<file path="config.mk">
export PLATFORM = sky130hd
export DESIGN_NAME = shared_memory_mp
export DESIGN_NICKNAME = d
export VERILOG_FILES = /design/src/rtl/shared_memory_mp.sv
export SDC_FILE = /design/constraint.sdc
export NUM_CORES = 1
export LEC_CHECK = 0
export BUFFER_PORTS_ARGS = -buffer_cell sky130_fd_sc_hd__buf_2
export CORE_ASPECT_RATIO = 2
export CORE_MARGIN = 4
export CORE_UTILIZATION = 30
export DETAILED_ROUTE_END_ITERATION = 7
export PLACE_DENSITY = 0.46
export SYNTH_ARGS = -nofsm -noshare
export SYNTH_HDL_FRONTEND = slang
export SYNTH_SLANG_ARGS = --single-unit
</file>
<file path="constraint.sdc">
create_clock -name clk -period 2.1 [get_ports clk]
set_clock_uncertainty 0.1 [all_clocks]
set_input_delay 0.315 -clock clk [delete_from_list [all_inputs] [get_ports clk]]
set_output_delay 0.315 -clock clk [all_outputs]
set_load 0.005 [all_outputs]
</file>
<file path="src/rtl/shared_memory_mp.sv">
// Multi-port shared scratch memory: NUM_PORTS read/write ports on one
// DEPTH x DATA_W array, registered reads with valid pulses, fixed-priority
// write arbitration and a one-word-per-cycle clear sweep after reset or on request.
module shared_memory_mp #(
  parameter int NUM_PORTS = 2,
  parameter int DATA_W    = 8,
  parameter int ADDR_W    = 4,
  parameter int RD_MODE   = 0
) (
  input  logic                          clk,
  input  logic                          rst_n,
  input  logic                          clear_req,
  output logic                          busy,
  input  logic [NUM_PORTS*ADDR_W-1:0]   addr,
  input  logic [NUM_PORTS*DATA_W-1:0]   wdata,
  input  logic [NUM_PORTS-1:0]          we,
  input  logic [NUM_PORTS-1:0]          re,
  output logic [NUM_PORTS*DATA_W-1:0]   rdata,
  output logic [NUM_PORTS-1:0]          rvalid,
  output logic [NUM_PORTS-1:0]          wr_collision
);

  localparam int DEPTH = 2**ADDR_W;
  localparam logic [ADDR_W-1:0] LAST_ADDR = '1;

  typedef enum logic {ST_CLEAR, ST_RUN} state_t;

  state_t                      state, state_nxt;
  logic [ADDR_W-1:0]           clr_ptr, clr_ptr_nxt;
  logic [DATA_W-1:0]           mem [DEPTH];
  logic                        run;
  logic [NUM_PORTS-1:0]        win, lose;
  logic [NUM_PORTS*DATA_W-1:0] rd_word;

  assign run  = (state == ST_RUN);
  assign busy = (state == ST_CLEAR);

  // FSM state and sweep pointer register
  always_ff @(posedge clk or negedge rst_n) begin
    if (!rst_n) begin
      state   <= ST_CLEAR;
      clr_ptr <= '0;
    end else begin
      state   <= state_nxt;
      clr_ptr <= clr_ptr_nxt;
    end
  end

  // Next state: sweep all words, then serve ports until a clear is requested
  always_comb begin
    state_nxt   = state;
    clr_ptr_nxt = clr_ptr;
    case (state)
      ST_CLEAR: begin
        clr_ptr_nxt = clr_ptr + 1'b1;
        if (clr_ptr == LAST_ADDR) state_nxt = ST_RUN;
      end
      ST_RUN: begin
        if (clear_req) begin
          state_nxt   = ST_CLEAR;
          clr_ptr_nxt = '0;
        end
      end
      default: begin
        state_nxt   = ST_CLEAR;
        clr_ptr_nxt = '0;
      end
    endcase
  end

  // Write arbitration: a write loses to any lower-index port writing the same address
  always_comb begin
    win  = '0;
    lose = '0;
    for (int unsigned p = 0; p < NUM_PORTS; p++) begin
      win[p] = run && we[p];
      for (int unsigned q = 0; q < p; q++) begin
        if (run && we[q] && (addr[q*ADDR_W +: ADDR_W] == addr[p*ADDR_W +: ADDR_W]))
          win[p] = 1'b0;
      end
      lose[p] = run && we[p] && !win[p];
    end
  end

  // Read word per port; write-first mode forwards the winning write of this cycle
  // (winners always target distinct addresses, so at most one can match)
  always_comb begin
    logic [ADDR_W-1:0] ra;
    ra      = '0;
    rd_word = '0;
    for (int unsigned p = 0; p < NUM_PORTS; p++) begin
      ra = addr[p*ADDR_W +: ADDR_W];
      rd_word[p*DATA_W +: DATA_W] = mem[ra];
      if (RD_MODE == 1) begin
        for (int unsigned q = 0; q < NUM_PORTS; q++) begin
          if (win[q] && (addr[q*ADDR_W +: ADDR_W] == ra))
            rd_word[p*DATA_W +: DATA_W] = wdata[q*DATA_W +: DATA_W];
        end
      end
    end
  end

  // Storage array: sweep clears one word per cycle, otherwise commit winning writes
  always_ff @(posedge clk) begin
    if (state == ST_CLEAR) begin
      mem[clr_ptr] <= '0;
    end else begin
      for (int unsigned p = 0; p < NUM_PORTS; p++) begin
        if (win[p]) mem[addr[p*ADDR_W +: ADDR_W]] <= wdata[p*DATA_W +: DATA_W];
      end
    end
  end

  // Registered read data, valid and collision pulses
  always_ff @(posedge clk or negedge rst_n) begin
    if (!rst_n) begin
      rdata        <= '0;
      rvalid       <= '0;
      wr_collision <= '0;
    end else begin
      rvalid       <= run ? re : '0;
      wr_collision <= lose;
      for (int unsigned p = 0; p < NUM_PORTS; p++) begin
        if (run && re[p]) rdata[p*DATA_W +: DATA_W] <= rd_word[p*DATA_W +: DATA_W];
      end
    end
  end

endmodule
</file>
# == Word level (Yosys, flattened, before mapping) ==
# Memory sizes are Yosys's and may differ from the RTL's. A register that Yosys moved wholly into a read port is not among the register bits.
# Index checks and enable logic that the tools add are counted.
# op_classes
n_addsub,1
n_eq_ne,3
mux,17
bitwise,1
reduce_logical,10
# ops
operator,n
2-to-1 mux 1 bit,11
2-to-1 mux 4 bit,2
2-to-1 mux 8 bit,1
case mux 4 bit (2 select lines),1
OR reduction 8 bit,1
logical AND 1 bit,6
"adder 4 x 1 -> 4 bit, second input constant",1
equality test 4 bit,1
"equality test 4 bit, second input constant",1
zero test 1 bit,3
2-to-1 mux 2 bit,1
"!= test 2 bit, second input constant",1
case mux 1 bit (2 select lines),1
inverter 1 bit,1
# word_totals
reg_bits,8
mem_bits_rw,128
inputBits,31
elab_cells,37
n_memories,1
# mem_list
memory,words,width,rd,rd_clocked_by_memory_dff,wr,line_no,source
mem,16,8,2,2,2,30,logic [DATA_W-1:0] mem [DEPTH];

# == Longest topological paths before layout ==
# depth
word_depth,6
mapped_depth,7
mapped_depth_nobuf,4

# == Worst setup path after synthesis ==
# No wires, ideal clock.
# synth_path
path_type,in2reg
startpoint,in addr[1]
endpoint,"mem mem[15][0], enable pin"
setup_ns,0.384
arrival_time_ns,1.760
t_required_ns,1.616
setup_slack_ns,-0.144
path_stages,5
n_path_buf,3
path_cell_list,buf_2 buf_2 buf_2 a31oi_1 o21ai_0
# synth_lines
item,line_no,source
start: declaration,14,"input logic [NUM_PORTS*ADDR_W-1:0] addr,"
end: declaration,30,

==> results by stage <==
Status:
- The run finished with clean final reports.

GRT:
- Global routing used 18.05% of the available tracks across all layers.
- The first global-routing pass estimated 44,750 um of wire.
- The via count of the first global-routing pass was between 6,000 and 7,000.
- The initial antenna violation count is 0.
- Entering global routing, the biggest net connects 63 pins.
- The global route total overflow is 0.

Synthesis:
- The area share of xor/xnor cells in the synthesized design is less than 1%.
- The top flip-flop cell by instance count after synthesis is edfxtp_1.
- The largest family of logic cells by synthesized area is multiplexers.
- The mean instance size in the synthesized netlist is 12.85 um^2.
- Synthesis handed over a netlist of about 720 instances.
- Summing the areas of all and, or, nand and nor instances in the mapped netlist gives 7.145% of the synthesized area.
- The proportion of synthesized area in mux cells is 30.37%.
- The post-synthesis compound-gate area fraction is 9.246%.
- When the netlist entered floorplanning its net count stood at 750.
- The share of async-settable or async-resettable flops after synthesis is 15.79%.
- The flip-flop and latch count after synthesis is between 150 and 200.
- For this run, the number of Yosys warnings is 0.
- For this run, the register share of the synthesized area comes to 48.16%.
- The count of cell types in the netlist is 50.
- The count of flip-flops with a built-in enable after synthesis is 128.
- The most area-hungry cell type in the Yosys netlist is edfxtp_1.
- The top cell type's share of synthesized area is 41.65%.
- After synthesis, the cell types taking the most area are edfxtp_1 42%, mux2_2 16%, mux2i_1 11%, dfrtp_1 6.5%, a22oi_1 2.4%.
- The cell area that synthesis handed to floorplanning was a little over 9000 um^2.
- The adder-cell share of the synthesized area is 0.1356%.

Clock tree:
- The clock-pin slew on the worst setup and hold paths is 0.07 ns.
- The cell sitting at the root of the clock tree is a clkbuf_16.
- The number of buffers added by the clock tree synthesis step is 17.
- Counting every sink on the clock net gives 152.
- The H-tree was split into 4 levels.
- The longest clock path from root to sink contains 2 buffers.
- The insertion delay of the later-clocked pin in the worst-skew pair is 0.44 ns.
- TritonCTS built the clock tree.

Min path:
- The end of the worst hold path is wr_collision[1].
- Counting instances, the worst hold path has a depth of 3.
- The startpoint identified for the worst hold timing path is we[1].
- The worst min-delay path class is in2reg.

Critical path:
- The data arrival time at the worst-slack endpoint is 2.11 ns.
- The type of the worst setup path is reg2reg.
- Setup slack on the worst reg-to-reg path comes out at around 0.079 ns.
- Traced cell by cell, the critical path runs through and2_1 -> nand2_2 -> buf_4 -> o211a_1 -> buf_12 -> mux2_2.
- The slowest library cell on the worst path is dfrtp_2.
- The worst setup path is launched from a register.
- At the worst endpoint, the required time is around 2.2 ns.
- In this run the number of cells on the critical path is 6.
- The top cell family by delay on the critical path is flip-flops.
- Counting both buffers and inverters, the worst setup path holds a total of 2.
- STA classifies the critical path endpoint as a register.
- Counting cells, the worst reg-to-reg path comes to 6.
- The worst reg2reg path startpoint is run.
- The largest single stage delay on the critical path is 0.46 ns.
- The highest net fanout along the worst path is 8.
- The capture instance of the worst register-to-register path is mem[1][2].

Cells and area:
- The net count of the finished layout is 825.
- Cells with a size suffix above 1 make up 38.96% of the layout.
- For this run, the number of standard cells in the final layout without fillers is 1,174.
- The final antenna diode count is 0.
- The total of fill cells in the finished design is 2,867.
- Relative to the synthesized area, the layout overhead comes to 20.72%.

Power:
- After layout, the design draws a total of ~11 mW.
- Power spread over the standard cell area amounts to 975.3 nW/um^2.
- The maximum vdd drop is 0.0005655 V.
- Summed over all cells, the static leakage comes to around 4.5 nW.

STA:
- The highest clock rate is between 400 and 500 MHz.
- The minimum clock period after layout is 2.021 ns.
- The count of pins over their slew limit is 0.
- For the pin with the worst max-slew slack, the measured transition is 0.8947 ns.
- The worst slew margin relative to its limit is between 40% and 50%.
- In the finished design, the share of the clock period the worst path needs comes to 96.25%.
- The number of failing hold endpoints at the final stage is 0.
- The total setup violations reported at the end of the flow is 0.

Floorplan:
- The number of top-level pins is 52.
- The initial utilization of the core area, before any placement, comes to 30.47%.
- The area of the die is 33,800 um^2.
- The width of the die is 132.0 um.
- The floorplan step defined a core boundary enclosing 30,290 um^2.
- The height of the die is roughly 260 um.
- The floorplan has 90 rows.

Detailed routing:
- Once detail routing completed, the nets flagged for antenna violations numbered 0.
- The per-cell routed wire length is 25.93 um.
- The routed wire length is just over 30,000 um.
- The number of detailed-route iterations in the first pass is 4.
- For this block, the initial DRC count from the detailed router was around 460.
- In the routed design, unresolved DRC markers number 0.
- Detailed routing inserted a total of 6,484 vias.
- The detailed-route vias per instance is 5.523.

Placed design:
- The congestion estimate from routability-driven global placement came to between 0.8 and 0.9.
- Input and output buffers added on the ports amount to 50.
- The cell total after placement is 1,139.
- After legalization and detailed placement, the total HPWL measured 22,480 um.

Job:
- The number of maximum-capacitance violations is 0.
## state kept, by name (all words and copies together), names as in the netlist
register      count
wr_collision      1
rdata            16
rvalid            2
mem             128
clr_ptr           4
run               1
## synthesized netlist by cell type (all sizes together), types with 2 or more instances
cell type    n
mux2       131
or3          2
xnor2        5
o32a         3
or3b         2
nand3b       2
o22ai       16
o21bai       7
mux2i      106
nand4        9
a22oi       29
dfrtp       24
o311ai       3
inv          3
o211ai      11
and3        10
buf         41
o21ai       13
nand3       21
a21oi        2
edfxtp     128
mux4        11
nor3b        2
a31oi        8
and2         7
nand2b       4
clkbuf      32
nor2b        6
o211a        6
nand2       35
nor2        26
nor3         5
## worst max path at each step
stage / start / endpoint / slack (ns)
finish: run / mem[1][2] / 0.08
floorplan: addr[1] / mem[15][0] / -0.14
global placement: run / mem[7][3] / -0.13
global route: run / mem[14][1] / -0.0002
CTS: run / mem[13][3] / 0.03
detailed placement: run / mem[7][2] / -0.17
## power by group
| group | internal, mW | total (mW) | leakage, nW | switching (mW) |
|---|---|---|---|---|
| combinational | 1.30 | 3.00 | 2.71 | 1.70 |
| sequential | 4.10 | 4.52 | 1.50 | 0.418 |
| clock | 2.01 | 3.35 | 0.298 | 1.35 |
| total | 7.41 | 10.9 | 4.50 | 3.46 |
## layer usage
| metal | vias to the layer above | global-route usage [%] | routed length (um) |
|---|---|---|---|
| met4 | 0 | 12.12 | 1977 |
| met3 | 81 | 2.754 | 903 |
| met1 | 3294 | 17.16 | 10390 |
| met2 | 180 | 34.86 | 17170 |
| li1 | 2929 | - | - |
| met5 | - | 0 | 0 |
## cells by family (layout without fill, tap and decap cells)
kind of cell / count (synthesis) / after routing
AOI/OAI and AO/OA: 103 / 103
xor gates and xnor gates: 6 / 6
adders and majority gates: 1 / 1
buffers and inverters: 76 / 164
DFF: 152 / 152
muxes: 248 / 248
other: 1 / 1
and+or+nand+nor: 131 / 131
## cell type report
cell class	instances	area [um^2]	share of cell area, %
inverters	3	11.26	0.1011
well taps	368	460.4	4.133
multi-input cells	490	4413	39.61
clock buffers	19	432.9	3.886
repair buffers	129	1184	10.62
clock inverters	13	193.9	1.741
flip-flops and latches	152	4446	39.90
## placed cells by master, fill, tap and decap left out, types with 7 or more instances in the layout
| cell type | n |
|---|---|
| a22oi_1 | 29 |
| a31oi_1 | 7 |
| and2_1 | 7 |
| and3_1 | 10 |
| buf_12 | 26 |
| buf_2 | 49 |
| buf_4 | 50 |
| clkbuf_16 | 17 |
| dfrtp_1 | 23 |
| edfxtp_1 | 128 |
| mux2_2 | 131 |
| mux2i_1 | 106 |
| nand2_1 | 33 |
| nand3_1 | 20 |
| nand4_1 | 9 |
| nor2_1 | 23 |
| o22ai_1 | 16 |
## worst register-to-register path: stages (launching register included)
cell and delay [ns]:
dfrtp_2 0.46, and2_1 0.18, nand2_2 0.08, buf_4 0.22, o211a_1 0.23, buf_12 0.16
mux2_2 0.35
## timing repair
action / in CTS / in global routing
resized for setup: 3 / 7
endpoints found under the setup margin: 48 / 51
hold endpoints to repair: 26 / 0
pin swaps: 0 / 1
buffers inserted: 0 / 1
hold buffers: 2 / 0
## per-stage QoR
stage	TNS [ns]	worst slack, ns	utilization (%)	area, um^2	hold WS [ns]
after floorplan	-4.609	-0.1440	-	9229	-0.08059
after global placement	-5.113	-0.1299	34.45	10440	0.2909
after detailed placement	-5.202	-0.1681	34.45	10440	0.3010
after CTS	0	0.02610	36.62	11090	0.1274
after global routing	-0.0001874	-0.0001874	36.78	11140	0.1535
final	0	0.07883	36.78	11140	0.1549
(Power assumes the default switching activity.)
